==> src/rtl/mux_sel_sequencer_pkg.sv <==
// Shared constants and state encoding for the 8:1 mux scan sequencer.
package mux_seq_pkg;

  localparam int unsigned NSEL      = 8;
  localparam int unsigned SEL_W     = 3;
  localparam int unsigned DWELL_DEF = 4;

  typedef enum logic [1:0] {
    ST_IDLE = 2'd0,
    ST_SCAN = 2'd1,
    ST_DONE = 2'd2
  } state_e;

endpackage

==> src/rtl/mux_sel_sequencer_if.sv <==
// Sequencer <-> mux/environment signal bundle; master is the sequencer side.
interface mux_seq_if;
  import mux_seq_pkg::*;

  logic              start;
  logic [NSEL-1:0]   data_in;
  logic              y_in;
  logic [NSEL-1:0]   d_out;
  logic [SEL_W-1:0]  x;
  logic              busy;
  logic              done;
  logic [NSEL-1:0]   rx_word;
  logic              match;

  modport master (
    input  start, data_in, y_in,
    output d_out, x, busy, done, rx_word, match
  );

  modport slave (
    output start, data_in, y_in,
    input  d_out, x, busy, done, rx_word, match
  );

endinterface

==> src/rtl/mux_sel_sequencer_dwell_counter.sv <==
// Dwell timer: tick marks the last clock of each select value, then wraps to zero.
module dwell_counter #(
  parameter int unsigned CNT_W = 8,
  parameter int unsigned DWELL = 4
) (
  input  logic clk,
  input  logic rst,
  input  logic clr,
  input  logic en,
  output logic tick
);

  localparam logic [CNT_W-1:0] LAST = CNT_W'(DWELL - 1);

  logic [CNT_W-1:0] cnt_q;

  assign tick = (cnt_q == LAST);

  always_ff @(posedge clk or posedge rst) begin
    if (rst) begin
      cnt_q <= '0;
    end else if (clr) begin
      cnt_q <= '0;
    end else if (en) begin
      cnt_q <= tick ? '0 : cnt_q + CNT_W'(1);
    end
  end

endmodule

==> src/rtl/mux_sel_sequencer.sv <==
// Drives a latched word onto the 8:1 mux, scans X through all selects and
// compares the looped-back Y bits against the word sent.
module mux_sel_sequencer
  import mux_seq_pkg::*;
#(
  parameter int unsigned DWELL = DWELL_DEF,
  parameter int unsigned CNT_W = 8
) (
  input  logic      clk,
  input  logic      rst,
  mux_seq_if.master bus
);

  localparam logic [SEL_W-1:0] X_LAST = SEL_W'(NSEL - 1);

  state_e           state_q;
  logic [NSEL-1:0]  d_q;
  logic [NSEL-1:0]  rx_q;
  logic [SEL_W-1:0] x_q;
  logic             busy_q;
  logic             done_q;
  logic             match_q;

  logic             cnt_clr;
  logic             cnt_en;
  logic             tick;
  logic [NSEL-1:0]  rx_d;

  assign cnt_clr = (state_q == ST_IDLE) && bus.start;
  assign cnt_en  = (state_q == ST_SCAN);

  dwell_counter #(
    .CNT_W (CNT_W),
    .DWELL (DWELL)
  ) u_dwell (
    .clk  (clk),
    .rst  (rst),
    .clr  (cnt_clr),
    .en   (cnt_en),
    .tick (tick)
  );

  // Captured word with the current Y merged in, so the final compare sees bit 7.
  always_comb begin
    rx_d       = rx_q;
    rx_d[x_q]  = bus.y_in;
  end

  always_ff @(posedge clk or posedge rst) begin
    if (rst) begin
      state_q <= ST_IDLE;
      d_q     <= '0;
      rx_q    <= '0;
      x_q     <= '0;
      busy_q  <= 1'b0;
      done_q  <= 1'b0;
      match_q <= 1'b0;
    end else begin
      case (state_q)
        ST_IDLE: begin
          if (bus.start) begin
            d_q     <= bus.data_in;
            x_q     <= '0;
            rx_q    <= '0;
            match_q <= 1'b0;
            busy_q  <= 1'b1;
            state_q <= ST_SCAN;
          end
        end
        ST_SCAN: begin
          if (tick) begin
            rx_q <= rx_d;
            if (x_q == X_LAST) begin
              match_q <= (rx_d == d_q);
              done_q  <= 1'b1;
              state_q <= ST_DONE;
            end else begin
              x_q <= x_q + SEL_W'(1);
            end
          end
        end
        ST_DONE: begin
          done_q  <= 1'b0;
          busy_q  <= 1'b0;
          state_q <= ST_IDLE;
        end
        default: state_q <= ST_IDLE;
      endcase
    end
  end

  assign bus.d_out   = d_q;
  assign bus.x       = x_q;
  assign bus.busy    = busy_q;
  assign bus.done    = done_q;
  assign bus.rx_word = rx_q;
  assign bus.match   = match_q;

endmodule

==> src/flat_wrapper.sv <==
// flat-port wrapper written by rule: the top's interface ports become plain ports
module mux_sel_sequencer_flat import mux_seq_pkg::*;
#(
  parameter int unsigned DWELL = DWELL_DEF,
  parameter int unsigned CNT_W = 8
)
  (clk, rst, bus_start, bus_data_in, bus_y_in, bus_d_out, bus_x, bus_busy, bus_done, bus_rx_word, bus_match);
  mux_seq_if bus_i ();
  input  logic clk;
  input  logic rst;
  input wire logic [$bits(bus_i.start)-1:0] bus_start;
  input wire logic [$bits(bus_i.data_in)-1:0] bus_data_in;
  input wire logic [$bits(bus_i.y_in)-1:0] bus_y_in;
  output wire logic [$bits(bus_i.d_out)-1:0] bus_d_out;
  output wire logic [$bits(bus_i.x)-1:0] bus_x;
  output wire logic [$bits(bus_i.busy)-1:0] bus_busy;
  output wire logic [$bits(bus_i.done)-1:0] bus_done;
  output wire logic [$bits(bus_i.rx_word)-1:0] bus_rx_word;
  output wire logic [$bits(bus_i.match)-1:0] bus_match;
  assign bus_i.start = bus_start;
  assign bus_i.data_in = bus_data_in;
  assign bus_i.y_in = bus_y_in;
  assign bus_d_out = bus_i.d_out;
  assign bus_x = bus_i.x;
  assign bus_busy = bus_i.busy;
  assign bus_done = bus_i.done;
  assign bus_rx_word = bus_i.rx_word;
  assign bus_match = bus_i.match;
  mux_sel_sequencer #(.DWELL(DWELL), .CNT_W(CNT_W)) u_core (.clk(clk), .rst(rst), .bus(bus_i));
endmodule
==> config.mk <==
export PLATFORM = sky130hd
export DESIGN_NAME = mux_sel_sequencer_flat
export DESIGN_NICKNAME = d
export VERILOG_FILES = /design/src/rtl/mux_sel_sequencer_pkg.sv /design/src/rtl/mux_sel_sequencer_if.sv /design/src/rtl/mux_sel_sequencer_dwell_counter.sv /design/src/rtl/mux_sel_sequencer.sv /design/src/flat_wrapper.sv
export SDC_FILE = /design/constraint.sdc
export NUM_CORES = 1
export LEC_CHECK = 0
export ABC_AREA = 1
export CAP_MARGIN = 10
export CELL_PAD_IN_SITES_DETAIL_PLACEMENT = 2
export CELL_PAD_IN_SITES_GLOBAL_PLACEMENT = 2
export CORE_MARGIN = 2
export CORE_UTILIZATION = 29
export CTS_CLUSTER_SIZE = 16
export DETAILED_ROUTE_END_ITERATION = 8
export PLACE_DENSITY = 0.78
export SETUP_SLACK_MARGIN = 0.1
export SLEW_MARGIN = 10
export SYNTH_ARGS = -nofsm -noshare
export SYNTH_HDL_FRONTEND = slang
export SYNTH_SLANG_ARGS = --single-unit
==> constraint.sdc <==
create_clock -name clk -period 1.76 [get_ports clk]
set_input_delay 0.352 -clock clk [delete_from_list [all_inputs] [get_ports clk]]
set_output_delay 0.352 -clock clk [all_outputs]
set_load 0.1 [all_outputs]
Word level (Yosys, flattened, before mapping)
Index checks and enable logic that the tools add are counted.
Storage, ports and cells
  register bits: 32
  latch bits: 0
  bits in writable memories: 0
  memory bits (read-only): 0
  input port bits: 12
  output and inout port bits: 22
  logic and storage cells: 61
  memories kept: 0
Cells by class
  add/subtract/negate cells: 2
  $mul: 0
  div/mod/pow operators: 0
  magnitude comparators: 2
  equality and inequality tests: 9
  shift operators: 0
  mux-type cells: 26
  bitwise logic cells: 0
  reductions and logical operators: 14
Operator list (number)
  $mux 8: 5
  $pmux 8 s2: 1
  $mux 3: 3
  $reduce_and 3->1: 3
  $add 8x1->8 const B: 1
  $bwmux 8: 1
  $eq 8x2->1 const B: 1
  $eq 8x8->1: 1
  $ne 2x2->1 const B: 4
  $reduce_and 4->1: 2
  $reduce_bool 2->1: 4
  $mux 1: 7
  $mux 2: 3
  $pmux 1 s2: 3
  $pmux 3 s2: 1
  $lt 3x4->1 const B: 1
  $pmux 2 s2: 1
  $reduce_and 2->1: 2
  $add 3x1->3 const B: 1
  $demux 1 s3: 1
  $eq 3x3->1 const B: 1
  $ge 3x1->1 const B: 1
  $eq 2x1->1 const B: 1
  $eq 2x2->1 const B: 1
  2 further kinds: 3

Logic depth before layout (Yosys ltp)
Gate-level depths: netlist of the first run.
  depth in word-level cells: 9
  depth in mapped cells: 12
  gate-level depth less buffers: 12

Hierarchy
A second synthesis of the first run with hierarchy kept.
Unflattened totals
  cell total of the unflattened synthesis: 245
  area, all modules: 1884.3 µm²
Modules (own cells, without submodules)
  mux_sel_sequencer: times used 1, cells each 172, area each 1342.5 µm², sequential area each 600.6 µm²
  dwell_counter: times used 1, cells each 73, area each 541.8 µm², sequential area each 200.2 µm²

Least setup slack after synthesis of the first run
No wires, ideal clock.
  kind: register to register
  start point: register u_core.x_q[1], in the netlist u_core.bus.x[1]
  end point: register u_core.match_q, in the netlist u_core.bus.match
  setup time: 0.070 ns
  data arrival time: 1.932 ns
  data required time: 1.690 ns
  slack: -0.241 ns
  stages on the path, launching flop included: 13
  path buffers: 0
  period minus slack after synthesis: 2.001 ns
  cells stage by stage: dfrtp_1 ha_1 ha_1 inv_1 nand2_1 nand2_1 inv_1 nand2_1 nor2_1 nand2_1 nor2_1 nand2_1 nand2_1
Between the ends
  word-level cells in the longest chain between the ends: 9
  elaborated cells on any way between the ends: 13
  classes of those cells: 2 x order compare; 3 x eq/ne; 6 x mux; 2 x reduce/logical
RTL lines
  from (decl): RTL line mux_sel_sequencer.sv:19  | logic [SEL_W-1:0] x_q;
  from (signal assigned): RTL line mux_sel_sequencer.sv:78  | x_q <= x_q + SEL_W'(1);
  $lt 3x4->1 (implied by the code) or $ge 3x1->1 (tied branches): RTL line mux_sel_sequencer.sv:46  | rx_d[x_q] = bus.y_in;
  $logic_and 1x1->1 (implied by the code): RTL line mux_sel_sequencer.sv:46
  $mux 1 (implied by the code): RTL line mux_sel_sequencer.sv:46
  $demux 1 s3
  $bwmux 8: RTL line mux_sel_sequencer.sv:46
  $eq 8x8->1: RTL line mux_sel_sequencer.sv:74  | match_q <= (rx_d == d_q);
  $mux 1: RTL line mux_sel_sequencer.sv:73  | if (x_q == X_LAST) begin
  $mux 1: RTL line mux_sel_sequencer.sv:71  | if (tick) begin
  $pmux 1 s2: RTL line mux_sel_sequencer.sv:59  | case (state_q)
  to (signal assigned): RTL line mux_sel_sequencer.sv:74
  to (decl): RTL line mux_sel_sequencer.sv:22  | logic match_q;
Parallel ways exist; a longest one is shown, timed or not. The select of a mux whose other input is x is not followed.
A chain may end at the register's enable or synchronous reset.

Worst setup path in the final report of the first run
Ends and elaborated chain as after synthesis.

==> results of run 1 <==
==> repair_timing <==
item,CTS,global route
gates resized for setup,9,14
pin swaps,2,4
setup endpoints to repair,12,13
buffers inserted,6,15
==> worst min-delay path: cells and delay by family <==
kind	cells	cell delay [ps]
buffers and inverters	3	710
==> placed cells by master, fill, tap and decap left out, types with 2 or more instances in the layout <==
cell type	netlist	layout
nand3b_1	2	2
nand3_1	20	20
dfrtp_1	32	28
nand2_1	72	65
nor3_1	2	2
nand2_4	2	2
a21oi_1	2	2
o21ai_0	19	17
nor2_2	1	3
dfrtp_4	0	2
inv_2	0	2
inv_1	34	31
o22ai_1	4	4
o21ai_1	6	7
buf_4	0	28
nand2_2	0	7
ha_4	0	2
buf_6	1	3
dfrtp_2	0	2
buf_12	0	23
nand4_1	10	10
nor2_1	11	9
clkdlybuf4s50_1	0	11
xor2_1	3	3
clkbuf_8	0	5
==> power groups by stage <==
stage	logic, mW	registers [mW]	clock network (mW)
3_3_place_gp	3.18	1.33	0
6_report	3.91	1.32	0.737
2_1_floorplan	0.960	2.39	0
4_1_cts	3.49	1.30	0.747
5_1_grt	4.13	1.36	0.781
3_5_place_dp	3.30	1.33	0
==> worst max path at each step <==
stage,cells after the start,slack [ps],to,from
after global routing,11,-140,u_core.bus.match,u_core.bus.x[0]
after CTS,12,90,u_core.bus.match,u_core.bus.x[1]
after floorplan,9,110,u_core.bus.match,u_core.bus.x[2]
after global placement,9,-30,u_core.bus.match,bus_y_in
after detailed placement,9,-70,u_core.bus.match,bus_y_in
final,12,-20,u_core.bus.match,u_core.bus.x[1]
==> stage by stage <==
step | power [mW] | utilization [%] | TNS, ps | hold WS (ps)
final | 5.97 | 47.6 | -15.7 | 400
after global routing | 6.27 | 47.6 | -331 | 422
after CTS | 5.54 | 44.8 | 0 | 418
after detailed placement | 4.63 | 41.9 | -67.3 | 493
after global placement | 4.50 | 41.9 | -29.1 | 467
after floorplan | 3.35 | - | 0 | 449
==> per-layer routing <==
metal  vias up  part of all wire [%]  routed length, um  global-route usage (%)
met5         -                     0                  0                       0
met4         0                   1.8                136                    6.33
met2        35                    54               4140                    39.1
li1        881                     -                  -                       -
met1       982                    42               3220                    24.9
met3        10                   2.5                195                    4.18
==> area by class of cell <==
| cell class | count | area, sq um | area share [%] |
|---|---|---|---|
| timing repair buffer | 65 | 815 | 29.1 |
| clock inverter | 2 | 35.0 | 1.25 |
| clock buffer | 6 | 72.6 | 2.59 |
| sequential | 32 | 811 | 29.0 |
| inverter | 34 | 131 | 4.69 |
| tap | 75 | 93.8 | 3.35 |
| multi-input combinational | 161 | 841 | 30.0 |
==> Yosys cell counts, types with 3 or more instances <==
library cell | instances | area share [%]
nand2_1 | 72 | 15
inv_1 | 34 | 7.3
dfrtp_1 | 32 | 46
nand3_1 | 20 | 5.7
o21ai_0 | 19 | 5.4
nor2_1 | 11 | 2.4
nand4_1 | 10 | 3.6
o21ai_1 | 6 | 1.7
buf_2 | 4 | 1.1
o22ai_1 | 4 | 1.4
ha_1 | 3 | 2.1
xor2_1 | 3 | 1.5
==> cells by family (layout without fill, tap and decap cells) <==
| kind of cell | after synthesis | in the layout |
|---|---|---|
| adders and majority gates | 3 | 3 |
| xor gates and xnor gates | 4 | 4 |
| AOI/OAI and AO/OA | 33 | 33 |
| DFF | 32 | 32 |
| and+or+nand+nor | 121 | 121 |
| buffers and inverters | 40 | 107 |
==> sequential cells by signal (all words and copies together) (netlist names) <==
| signal | cells |
|---|---|
| u_core.bus.busy | 1 |
| u_core.bus.rx_word | 8 |
| u_core.bus.x | 3 |
| u_core.bus.done | 1 |
| u_core.u_dwell.cnt_q | 8 |
| u_core.bus.match | 1 |
| u_core.state_q | 2 |
| u_core.bus.d_out | 8 |
==> metrics.md, run 1 <==
| Metric | Value |
|---|---|
| WP data required | `between 1500 and 2000 ps` |
| Final setup fails | `1` |
| Synth Area in Adders | `2.14%` |
| Seq cells post-synth | `32` |
| Synthesized-area fraction occupied by and/or/nand/nor cells | `slightly above 30%` |
| Area Growth Syn to Fin | `59.9%` |
| RSZ-0062 raised after global routing | `yes` |
| Layout Skew | `about 15 ps` |
| Syn nets | `between 200 and 250` |
| Largest net degree at the start of global routing | `33` |
| Number of diodes | `0` |
| CP Max Fanout | `5` |
| Vias per cell | `just over 5` |
| Die height | `roughly 82 um` |
| Gate power share | `65.5%` |
| EDFF count, synth | `0` |
| Hold Crit Class | `input port to asynchronous set/reset pin` |
| Fmax achieved | `about 560 MHz` |
| Total CTS buffers | `5` |
| CTS Sinks | `32` |
| Nets | `between 300 and 400` |
| Sequential share of power | `between 20% and 30%` |
| Fillers | `around 650` |
| Max cap viols | `0` |
| DP HPWL | `4570 um` |
| Crit-path max cell delay | `between 500 and 600 ps` |
| Post-DR wirelength/cell | `approximately 21 um` |
| Yosys cell types | `23` |
| Min setup slack post-route | `-15.7 ps` |
| Crit end category | `register` |
| Total grt overflow | `0` |
| Antenna violations before repair | `0` |
| Gr usage total | `a little over a fifth` |
| Max IR drop VDD | `1030 uV` |
| Crit path cell chain | `ha_4 -> ha_2 -> inv_1 -> nand2_2 -> nand2_2 -> inv_2 -> nand2_2 -> nor2_1 -> nand2_1 -> nor2_1 -> nand2_1 -> nand2_1` |
| Startpoint types | `register` |
| CTS tree | `built` |
| Reg2reg setup slack | `-20 ps` |
| Post-synthesis xor/xnor area fraction | `under 10%` |
| Outcome | `finished with violations` |
| Top-level I/O count | `34` |
| First-pass GRT wire length | `between 10000 and 15000 um` |
| NetSw | `roughly 3.1 mW` |
| Fin. max-slew vios | `0` |
| Tmin final | `~1800 ps` |
| Vias | `1908` |
| Mapped cell area | `roughly 1800 sq um` |
| Failing checks | `negative setup slack` |
| Worst slew margin | `76.7%` |
| Worst slack, placed | `-67.3 ps` |
| Worst R2R Path Depth | `12` |
| Clock power frac | `roughly an eighth` |
| Net Sw Frac | `between 50 and 60%` |
| Cell total after placement | `346` |
| Cell Area, Placed | `between 2000 and 2500 sq um` |
| Synth Area in Compound Gates | `between 10% and 20%` |
| Clk_lat worst skew | `about 300 ps` |
| Ys Warns | `0` |
| Total Routed Length | `a little under 8000 um` |
| # hold bufs at CTS | `0` |
| Drt drc | `0` |
| Initial core utilization | `between 20% and 30%` |
| Iter 0 DRT Violations | `between 70 and 80` |
| Die W | `between 80 and 90 um` |
| Vias in the first global route | `roughly 2100` |
| Final period utilization | `101%` |
| DIE AREA | `6670 sq um` |
| Pwr dens | `approximately 2100 nW/um^2` |
| Clk slew on worst S/H paths | `~80 ps` |
| Hold Fails Final Rpt | `0` |
| Final Cell Area | `approximately 2800 sq um` |
| Multiplexer share of the synthesized area | `0%` |
| I/O Buffers | `33` |
| Critical path class | `register to register` |
| CTS root buf | `clkbuf_8` |
| Core Area | `a little under 6000 sq um` |
| Slowest stage cell, crit path | `dfrtp_4` |
| Final std cells w/o fill | `375` |
| Synthesized instance count | `approximately 230` |
| Mean Syn Cell Area | `7.51 sq um` |
| DRT Pass-1 Iters | `4` |
| Worst r2r src | `u_core.bus.x[1]` |
| # rows | `28` |
| GPL Wtd Cong | `0.803` |
| Static Leak | `1.34 nW` |
| Seq/Total Area, Yosys | `a little under half` |
| Dominant synthesized flop cell | `dfrtp_1` |
| Worst path bufs/invs | `2` |
| Final ANT Viol Nets | `0` |
| Arr. time, crit path | `1940 ps` |
| Largest family of logic cells by synthesized area | `simple AND/OR/NAND/NOR gates` |
| Cell Int Power | `about 2.8 mW` |
| Fraction of layout cells with a size suffix above 1 | `between 20 and 30%` |
| Reg-to-Reg End | `u_core.bus.match` |
| H-tree depth | `2` |
| Synth async-reset ratio | `100%` |
| Slew @ Worst Pin | `roughly 350 ps` |
| Worst path top cell family by delay | `simple AND/OR/NAND/NOR gates` |
| Maximum clock insertion buffer count | `2` |
Note: power is estimated with default switching activity, not from simulation.
==> run 2: changes to the inputs <==
CTS_CLUSTER_DIAMETER = 60   (was not set)
GPL_TIMING_DRIVEN = 0   (was not set)
==> run 2 against run 1 <==
  * The flow now finishes without violations
  * Count of clock-buffer cells in the layout increased by 1
  * Utilization decreased by 6.4 points
  * Routed wire length decreased by 28%
  * Die area unchanged
  * Maximum frequency increased by 7.9%
  * Design area decreased by 13%
  * Combinational power decreased by 22%
  * Sequential cell count unchanged
  * Sequential share of layout area increased by 4.5 points
  * Global-route usage decreased by 4.1 points
  * Register-to-register slack improved by 190 ps
  * Critical path type is now register to output port
  * Largest cell class unchanged
  * Largest power group unchanged
==> metrics.md, run 2 (same netlist as run 1, synthesis figures left out) <==
| Metric | Value |
|---|---|
| Outcome | `complete, no violations` |
| WP data required | `1410 ps (-510 ps)` |
| Maximum clock insertion buffer count | `2 (unchanged)` |
| Clock power frac | `12.7% (+0.4 points)` |
| Initial core utilization | `29.7% (unchanged)` |
| Post-DR wirelength/cell | `15.5 um (-25%)` |
| Die W | `81.7 um (unchanged)` |
| Sequential share of power | `24.6% (+2.4 points)` |
| Slowest stage cell, crit path | `clkdlybuf4s18_2` |
| Reg area | `811 sq um (unchanged)` |
| Area Growth Syn to Fin | `38.5%` |
| CTS tree | `built` |
| Tmin final | `1650 ps (-131 ps)` |
| GPL Wtd Cong | `0.756 (-5.8%)` |
| DP HPWL | `3930 um (-14%)` |
| Antenna violations before repair | `0 (unchanged)` |
| HP Start | `u_core.u_dwell.cnt_q[7]` |
| Clk_lat worst skew | `280 ps (-20 ps)` |
| Critical path class | `register to output port` |
| Layout Skew | `5.52 ps (-9.45 ps)` |
| NetSw | `2.72 mW (-13%)` |
| Util after Layout | `41.2% (-6.4 points)` |
| Cell Int Power | `2.14 mW (-24%)` |
| DIE AREA | `6670 sq um (unchanged)` |
| Core Area | `5890 sq um (unchanged)` |
| # rows | `28 (unchanged)` |
| Top-level I/O count | `34 (unchanged)` |
| Commonest non-fill, non-tap cell in the layout | `nand2_1` |
| I/O Buffers | `33 (unchanged)` |
| WP depth | `1 (-11)` |
| Crit end category | `output port` |
| RSZ-0062 raised after global routing | `yes` |
| Multi-input gate area | `835 sq um (-0.74%)` |
| Final period utilization | `93.5% (-7.4 points)` |
| Worst path top cell family by delay | `buffers and inverters` |
| Reg2reg setup slack | `170 ps (+190 ps)` |
| Net Sw Frac | `56.0% (+3.4 points)` |
| Drt drc | `0 (unchanged)` |
| H-tree depth | `2 (unchanged)` |
| Static Leak | `1.14 nW (-15%)` |
| Pwr dens | `2010 nW/um^2 (-5.9%)` |
| Final ANT Viol Nets | `0 (unchanged)` |
| Max cap viols | `0 (unchanged)` |
| Vias per cell | `4.84 (-4.9%)` |
| Number of diodes | `0 (unchanged)` |
| Fraction of layout cells with a size suffix above 1 | `25.3% (-3.1 points)` |
| Final std cells w/o fill | `356 (-5.1%)` |
| Gr usage total | `17.2% (-4.1 points)` |
| Iter 0 DRT Violations | `40 (-49%)` |
| Largest net degree at the start of global routing | `33 (unchanged)` |
| Fin Setup TNS | `0 ps (+15.7 ps)` |
| DRT Pass-1 Iters | `4 (unchanged)` |
| Gate power share | `62.6% (-2.9 points)` |
| Fillers | `687 (+5.5%)` |
| Startpoint types | `register` |
| Commonest non-fill, non-tap cells in the layout | `67 x nand2_1, 28 x dfrtp_1, 25 x inv_1, 20 x nand3_1, 19 x clkdlybuf4s15_2` |
| Reg-to-Reg End | `u_core.bus.match` |
| Cell total after placement | `341 (-1.4%)` |
| Hold_ws | `487 ps (+86.2 ps)` |
| Arr. time, crit path | `1290 ps (-650 ps)` |
| Worst path bufs/invs | `1 (-1)` |
| Fin. max-slew vios | `0 (unchanged)` |
| Slew @ Worst Pin | `701 ps (+356 ps)` |
| Hold path cells | `2` |
| CTS root buf | `clkbuf_8` |
| Vias | `1722 (-9.7%)` |
| Vias in the first global route | `1799 (-13%)` |
| Worst R2R Path Depth | `10 (-2)` |
| Hold Fails Final Rpt | `0 (unchanged)` |
| Max IR drop VDD | `754 uV (-27%)` |
| Total grt overflow | `0 (unchanged)` |
| Crit-path max cell delay | `550 ps (+20 ps)` |
| # hold bufs at CTS | `0 (unchanged)` |
| Die height | `81.7 um (unchanged)` |
| Final setup fails | `0 (-1)` |
| Worst r2r src | `u_core.bus.x[0]` |
| Worst Hold Endpoint | `u_core.u_dwell.cnt_q[7]` |
| Nets | `296 (-5.7%)` |
| First-pass GRT wire length | `8710 um (-18%)` |
| Power Total | `4.87 mW (-18%)` |
| CTS Sinks | `32 (unchanged)` |
| CP Max Fanout | `4 (-1)` |
| Total Routed Length | `5510 um (-28%)` |
| Hold Crit Class | `register to register` |
| Worst slew margin | `53.2% (-24 points)` |
| Total CTS buffers | `5 (unchanged)` |
| Clk slew on worst S/H paths | `70 ps (about the same)` |
| Fmax achieved | `608 MHz (+7.9%)` |
| Crit path cell chain | `clkdlybuf4s18_2` |
## run 2: changes by cell type in the layout (fill, tap and decap cells not counted), moves of 6 or more
cell,before,now
buf_12,23,0
buf_4,28,11
clkdlybuf4s15_2,0,19
inv_1,31,25
inv_2,2,8
## run 2: how the worst max path moves through the flow
stage,startpoint,endpoint
3_3_place_gp,rst,u_core.bus.x[0]
4_1_cts,u_core.bus.d_out[7],bus_d_out[7]
3_5_place_dp,u_core.bus.d_out[7],bus_d_out[7]
6_report,u_core.bus.x[0],bus_x[0]
2_1_floorplan,u_core.bus.x[2],u_core.bus.match
5_1_grt,u_core.u_dwell.cnt_q[0],u_core.bus.rx_word[0]
## run 2: power by group through the flow
stage	Clock [mW]	Combinational (mW)	Sequential, mW
6_report	0.620	3.05	1.20
5_1_grt	0.669	3.31	1.24
4_1_cts	0.640	2.91	1.18
3_5_place_dp	0	2.87	1.19
3_3_place_gp	0	2.82	1.18
2_1_floorplan	0	0.960	2.39
## run 2: stage by stage
step	cell area [sq um]	worst slack (ps)
after detailed placement	2180	-174
after floorplan	1760	109
final	2420	115
after global routing	2420	62.2
after CTS	2340	107
after global placement	2180	-349
## run 2: per-layer routing
layer  vias to the layer above  GRT usage, %  wire, um
met5                         -             0         0
met1                       851          19.7      2470
li1                        850             -         -
met3                         2          2.97       130
met2                        19          33.0      2890
met4                         0          4.00        27
## run 2: timing repair
item                                    in CTS  in global routing
pin swaps                                    3                  9
endpoints found under the setup margin      34                 22
buffers inserted                             3                  4
resized for setup                           72                 31
gates cloned                                 0                  1
## run 2: layout make-up
type | instances | area share, %
multi-input combinational | 161 | 34.4
sequential | 32 | 33.4
timing repair buffer | 41 | 17.0
inverter | 34 | 5.42
clock buffer | 7 | 3.97
tap | 75 | 3.87
buffer | 6 | 1.91
==> run 3: changes to the inputs <==
CORE_UTILIZATION = 38   (was 29)
DONT_BUFFER_PORTS = 1   (was not set)
PLACE_DENSITY = 0.82   (was 0.78)
clock period = 1.9 ns   (was 1.76 ns; I/O delays follow)
==> run 3 against run 2 <==
  * Non-clock buffer count shrank 23
  * Routed wire length grew 34%
  * Sequential share of layout area grew 3.0 points
  * Setup slack lost 100 ps
  * First-iteration DRC count grew to 2.5 times the previous value
  * Critical endpoint is now u_core.bus.match
==> metrics.md, run 3 (same netlist as run 1, synthesis figures left out) <==
| Metric | Value |
|---|---|
| Static Leak | `1.07 nW (-5.9%)` |
| Worst slew margin | `32.5% (-21 points)` |
| CP Max Fanout | `10 (+6)` |
| Number of diodes | `0 (unchanged)` |
| Hold_ws | `136 ps (-351 ps)` |
| Max cap viols | `0 (unchanged)` |
| Reg area | `821 sq um (+1.2%)` |
| Die height | `71.9 um (-12%)` |
| Multi-input gate area | `881 sq um (+5.5%)` |
| Vias in the first global route | `1970 (+9.5%)` |
| Arr. time, crit path | `2110 ps (+820 ps)` |
| DRT Pass-1 Iters | `4 (unchanged)` |
| WP data required | `2130 ps (+720 ps)` |
| Top-level I/O count | `34 (unchanged)` |
| # rows | `24 (-14%)` |
| H-tree depth | `2 (unchanged)` |
| Nets | `273 (-7.8%)` |
| Drt drc | `0 (unchanged)` |
| Commonest non-fill, non-tap cells in the layout | `62 x nand2_1, 31 x inv_1, 22 x dfrtp_1, 17 x nand3_1, 16 x o21ai_0` |
| Crit end category | `register` |
| CTS root buf | `clkbuf_8` |
| Final period utilization | `between 90 and 100%` |
| Iter 0 DRT Violations | `101 (+150%)` |
| Hold Fails Final Rpt | `0 (unchanged)` |
| CTS Sinks | `32 (unchanged)` |
| Fin. max-slew vios | `0 (unchanged)` |
| Area Growth Syn to Fin | `28.8%` |
| Tmin final | `between 1500 and 2000 ps` |
| I/O Buffers | `0 (-100%)` |
| Gr usage total | `25.8% (+8.6 points)` |
| Total Routed Length | `7390 um (+34%)` |
| RSZ-0062 raised after global routing | `yes` |
| Maximum clock insertion buffer count | `2 (unchanged)` |
| Hold Crit Class | `input port to asynchronous set/reset pin` |
| Min setup slack post-route | `13.4 ps (-102 ps)` |
| GPL Wtd Cong | `0.820 (+8.5%)` |
| Largest net degree at the start of global routing | `20 (-39%)` |
| Core Area | `4380 sq um (-26%)` |
| Cell Area, Placed | `1830 sq um (-16%)` |
| Fraction of layout cells with a size suffix above 1 | `27.0% (+1.8 points)` |
| Initial core utilization | `39.9% (+10 points)` |
| DIE AREA | `5170 sq um (-23%)` |
| Fmax achieved | `roughly 530 MHz` |
| Antenna violations before repair | `0 (unchanged)` |
| Vias per cell | `5.82 (+20%)` |
| Vias | `1809 (+5.1%)` |
| First-pass GRT wire length | `10000 um (+15%)` |
| Final setup fails | `0 (unchanged)` |
| DP HPWL | `4220 um (+7.3%)` |
| Final Cell Area | `2250 sq um (-7.0%)` |
| Final ANT Viol Nets | `0 (unchanged)` |
| Layout Skew | `4.68 ps (-0.837 ps)` |
| Critical path class | `register to register` |
| Die W | `71.9 um (-12%)` |
| Power Total | `4.89 mW (+0.54%)` |
| Clk slew on worst S/H paths | `70 ps (about the same)` |
| Post-DR wirelength/cell | `23.8 um (+54%)` |
| Slew @ Worst Pin | `1010 ps (+312 ps)` |
| Total grt overflow | `0 (unchanged)` |
| Pwr dens | `2170 nW/um^2 (+8.1%)` |
| Max IR drop VDD | `1160 uV (+55%)` |
| Fillers | `488 (-29%)` |
| CTS tree | `built` |
| Startpoint types | `register` |
| Clk_lat worst skew | `290 ps (about the same)` |
| Outcome | `complete, no violations` |
| Total CTS buffers | `5 (unchanged)` |
| Worst slack, placed | `-152 ps (+22.1 ps)` |
| Commonest non-fill, non-tap cell in the layout | `nand2_1` |
## run 3: cell count changes in the layout (fill, tap and decap cells not counted), moves of 3 or more
cell,delta
inv_2,-6
clkdlybuf4s50_1,-10
nand3_2,+3
buf_4,+3
inv_1,+6
nand3_1,-3
nand2_1,-5
dfrtp_1,-6
nand2_2,+5
clkdlybuf4s15_2,-19
buf_8,+4
dfrtp_2,+5
## run 3: through the flow
| stage | instances | util, % | setup TNS (ps) |
|---|---|---|---|
| after floorplan | 233 | - | 0 |
| after global placement | 285 | 41.5 | -47.3 |
| after detailed placement | 286 | 41.8 | -152 |
| after CTS | 296 | 46.6 | 0 |
| after global routing | 311 | 51.4 | -88.5 |
| final | 311 | 51.4 | 0 |
## run 3: final timing paths
path | start | to | slack (ps) | cells after the start
worst max-delay path | u_core.bus.x[2] | u_core.bus.match | 10 | 10
worst min-delay path | rst | u_core.bus.rx_word[6] | 140 | 1
worst max register to register | u_core.bus.x[2] | u_core.bus.match | 10 | 10
worst min register to register | u_core.u_dwell.cnt_q[7] | u_core.u_dwell.cnt_q[7] | 540 | 2
max in group asynchronous | rst | u_core.bus.x[0] | 1160 | 2
min in group clk | bus_data_in[7] | u_core.bus.d_out[7] | 200 | 2
## run 3: area by class of cell
type | instances | share of cell area (%)
inverters | 34 | 5.83
flip-flops and latches | 32 | 36.4
well taps | 52 | 2.89
clock buffers | 7 | 4.27
multi-input cells | 161 | 39.1
plain buffers | 6 | 2.89
repair buffers | 18 | 7.33
clock inverters | 1 | 1.33
## run 3: routing by layer
metal	vias up	routed length (um)	global-route usage, %
li1	800	-	-
met1	906	3120	32.5
met2	75	3660	43.9
met3	28	382	5.49
met4	0	237	8.81
met5	-	0	0
## run 3: where the power goes
group / switching, mW / leakage (nW) / internal [mW]
combinational: 1.07 / 0.620 / 0.735
sequential: 1.45 / 0.389 / 0.900
clock: 0.275 / 0.0645 / 0.463
total: 2.79 / 1.07 / 2.10
## run 3: worst max-delay path, cell delays in order (launching register included)
cell and delay, ps:
dfrtp_4 650, buf_8 210, inv_1 130, nand4_1 210
nand2_1 140, nand2_1 70, nand2_1 80, nand2_1 90
nor2_2 100, nand2_1 70, nand2_1 70
## run 3: repair_timing
item,4_1_cts,5_1_grt
pin swaps,3,11
hold buffers,0,0
cloned,0,1
gates resized for setup,17,33
setup endpoints to repair,10,13
setup buffers,2,14
==> RTL change (settings of run 2) <==
Set the package constant `SEL_W` to 4 (it was 3).
--- a/src/rtl/mux_sel_sequencer_pkg.sv
+++ b/src/rtl/mux_sel_sequencer_pkg.sv
@@ -3,5 +3,5 @@
 
   localparam int unsigned NSEL      = 8;
-  localparam int unsigned SEL_W     = 3;
+  localparam int unsigned SEL_W     = 4;
   localparam int unsigned DWELL_DEF = 4;
 
Interface: changed (resized bus_x); port bits go from 34 to 35. The function was not compared with the original's and may differ.
==> RTL change against run 2 <==
- wire length rose by 13%
- first-iteration DRC count rose by 98%
- sequential share of layout area is 0.43 points lower
- sequential cell count rose by 1
- hold slack improved by 0.020 ns
- area after synthesis rose by 5.4%
- final area grew 5.2%
- register-to-register slack worse by 0.07 ns
- setup slack worse by 0.017 ns
Power is not shown: default switching activity piles up to over one toggle a cycle in this logic, so the estimate is an artifact.
==> RTL change: results (changes against run 2) <==
Port buffer count = 33 (unchanged)
Top cells by area, synth = dfrtp_1 (45%), nand2_1 (15%), nand3_1 (8.4%)
Worst Hold Class = input pin to async pin
First-pass GRT wire length = 10.4 mm (+19%)
Max clock buf depth = 2 (unchanged)
Iteration-0 DRC Markers = 79 (+98%)
Fin nets = 314 (+6.1%)
Ant. Diodes = 0 (unchanged)
H-tree depth = 2 (unchanged)
Fill cell count = 756 (+10%)
FF-to-FF End = u_core.bus.match
Status = finished, final reports clean
Routed WL per cell = 16.5 microns (+6.8%)
Vias in the first global route = 2,043 (+14%)
Gpl congestion = 0.772 (+2.1%)
Initial antenna violation count = 0 (unchanged)
Largest net degree at the start of global routing = 34 (+3.0%)
Total vias in the final route = 1,834 (+6.5%)
Clock latency on the worst-skew pair = 0.29 ns
Worst hold slack = 0.506 ns (+0.0196 ns)
GRT Util Overall = 18.7% (+1.5 points)
Post-synthesis sequential area ratio = 44.8% (-0.97 points)
Worst R2R Setup Slack = 0.1 ns (-0.07 ns)
Syn Nets = 267 (+7.7%)
WP data arrival = 1.84 ns (+0.55 ns)
Drt pass-1 iters = 4 (unchanged)
Clk_skew = 0.00637 ns (+0.000849 ns)
Synth cell types = 24 (+4.3%)
Yosys warns = 0 (unchanged)
CTS Buf Count = 5 (unchanged)
Worst-margin pin slew = 0.737 ns (+0.0365 ns)
DPL Wire Length = 4.40 mm (+12%)
Asr flop ratio synth = 100% (unchanged)
Layout cells sized above 1 = 26.0% (+0.73 points)
R2R cell count = 10 (unchanged)
FF-to-FF Start = u_core.bus.x[0]
CP max FO = 4 (unchanged)
Clock-pin slew on the worst setup and hold paths = 0.08 ns
CTS Root Cell = clkbuf_8
Synth cell count leaders = nand2_1 (72), inv_1 (37), dfrtp_1 (33), nand3_1 (31), o21ai_0 (21)
RTL change: cell types whose count changed after synthesis, moves of 4 or more:
cell	run 2	this run
inv_2	0	4
nand3_1	20	31
nand4_1	10	3
nor2_1	11	16
o21ai_1	6	2
RTL change: area by class of cell:
cell class                 count  area share, %
multi-input combinational    173           35.9
timing repair buffer          40           15.3
tap                           77           3.78
clock buffer                   7           3.38
inverter                      41           6.13
sequential                    33           33.0
buffer                         5           1.42
clock inverter                 1           1.18
RTL change: worst max path at each step:
stage / from / endpoint / slack (ns)
2_1_floorplan: u_core.bus.x[1] / u_core.bus.match / 0.08
3_3_place_gp: rst / u_core.bus.x[3] / -0.44
3_5_place_dp: u_core.bus.x[1] / bus_x[1] / -0.22
4_1_cts: u_core.bus.x[1] / u_core.bus.match / 0.08
5_1_grt: u_core.bus.x[3] / u_core.bus.match / 0.01
6_report: u_core.bus.x[0] / u_core.bus.match / 0.1
RTL change: repair_timing:
action,4_1_cts,5_1_grt
setup buffers,5,2
setup endpoints to repair,34,19
pin swaps,3,2
resized for setup,77,27
RTL change: logic make-up (layout without fill, tap and decap cells):
| family | after synthesis | after routing | synth area share [%] |
|---|---|---|---|
| adders and majority gates | 3 | 3 | 2.04 |
| muxes | 1 | 1 | 0.543 |
| xor gates and xnor gates | 4 | 4 | 1.90 |
| AOI/OAI and AO/OA | 36 | 36 | 10.6 |
| and+or+nand+nor | 129 | 129 | 30.2 |
| buffers and inverters | 46 | 94 | 9.97 |
| DFF | 33 | 33 | 44.8 |
RTL change: stage by stage:
step | area [sq um] | cells | utilization (%) | setup WS, ns
after floorplan | 1870 | 252 | - | 0.0842
after global placement | 2290 | 362 | 36.7 | -0.443
after detailed placement | 2290 | 362 | 36.7 | -0.217
after CTS | 2480 | 375 | 39.8 | 0.0792
after global routing | 2550 | 377 | 40.9 | 0.0139
final | 2550 | 377 | 40.9 | 0.0979
RTL change: worst max-delay path, stage by stage (launching register included):
cell	delay, ns
dfrtp_4	0.51
buf_4	0.15
ha_1	0.24
nand3_2	0.12
nand2_2	0.08
o21ai_1	0.10
inv_1	0.08
nand3_1	0.09
nor2_1	0.04
nand3_1	0.08
nand2_1	0.06
RTL change: metal layers:
layer / global-route usage, % / routed length (microns) / vias up
met3: 3.17 / 176 / 4
met4: 4.84 / 72 / 0
li1: - / - / 898
met1: 25.4 / 2890 / 902
met2: 30.9 / 3100 / 30
met5: 0 / 0 / -
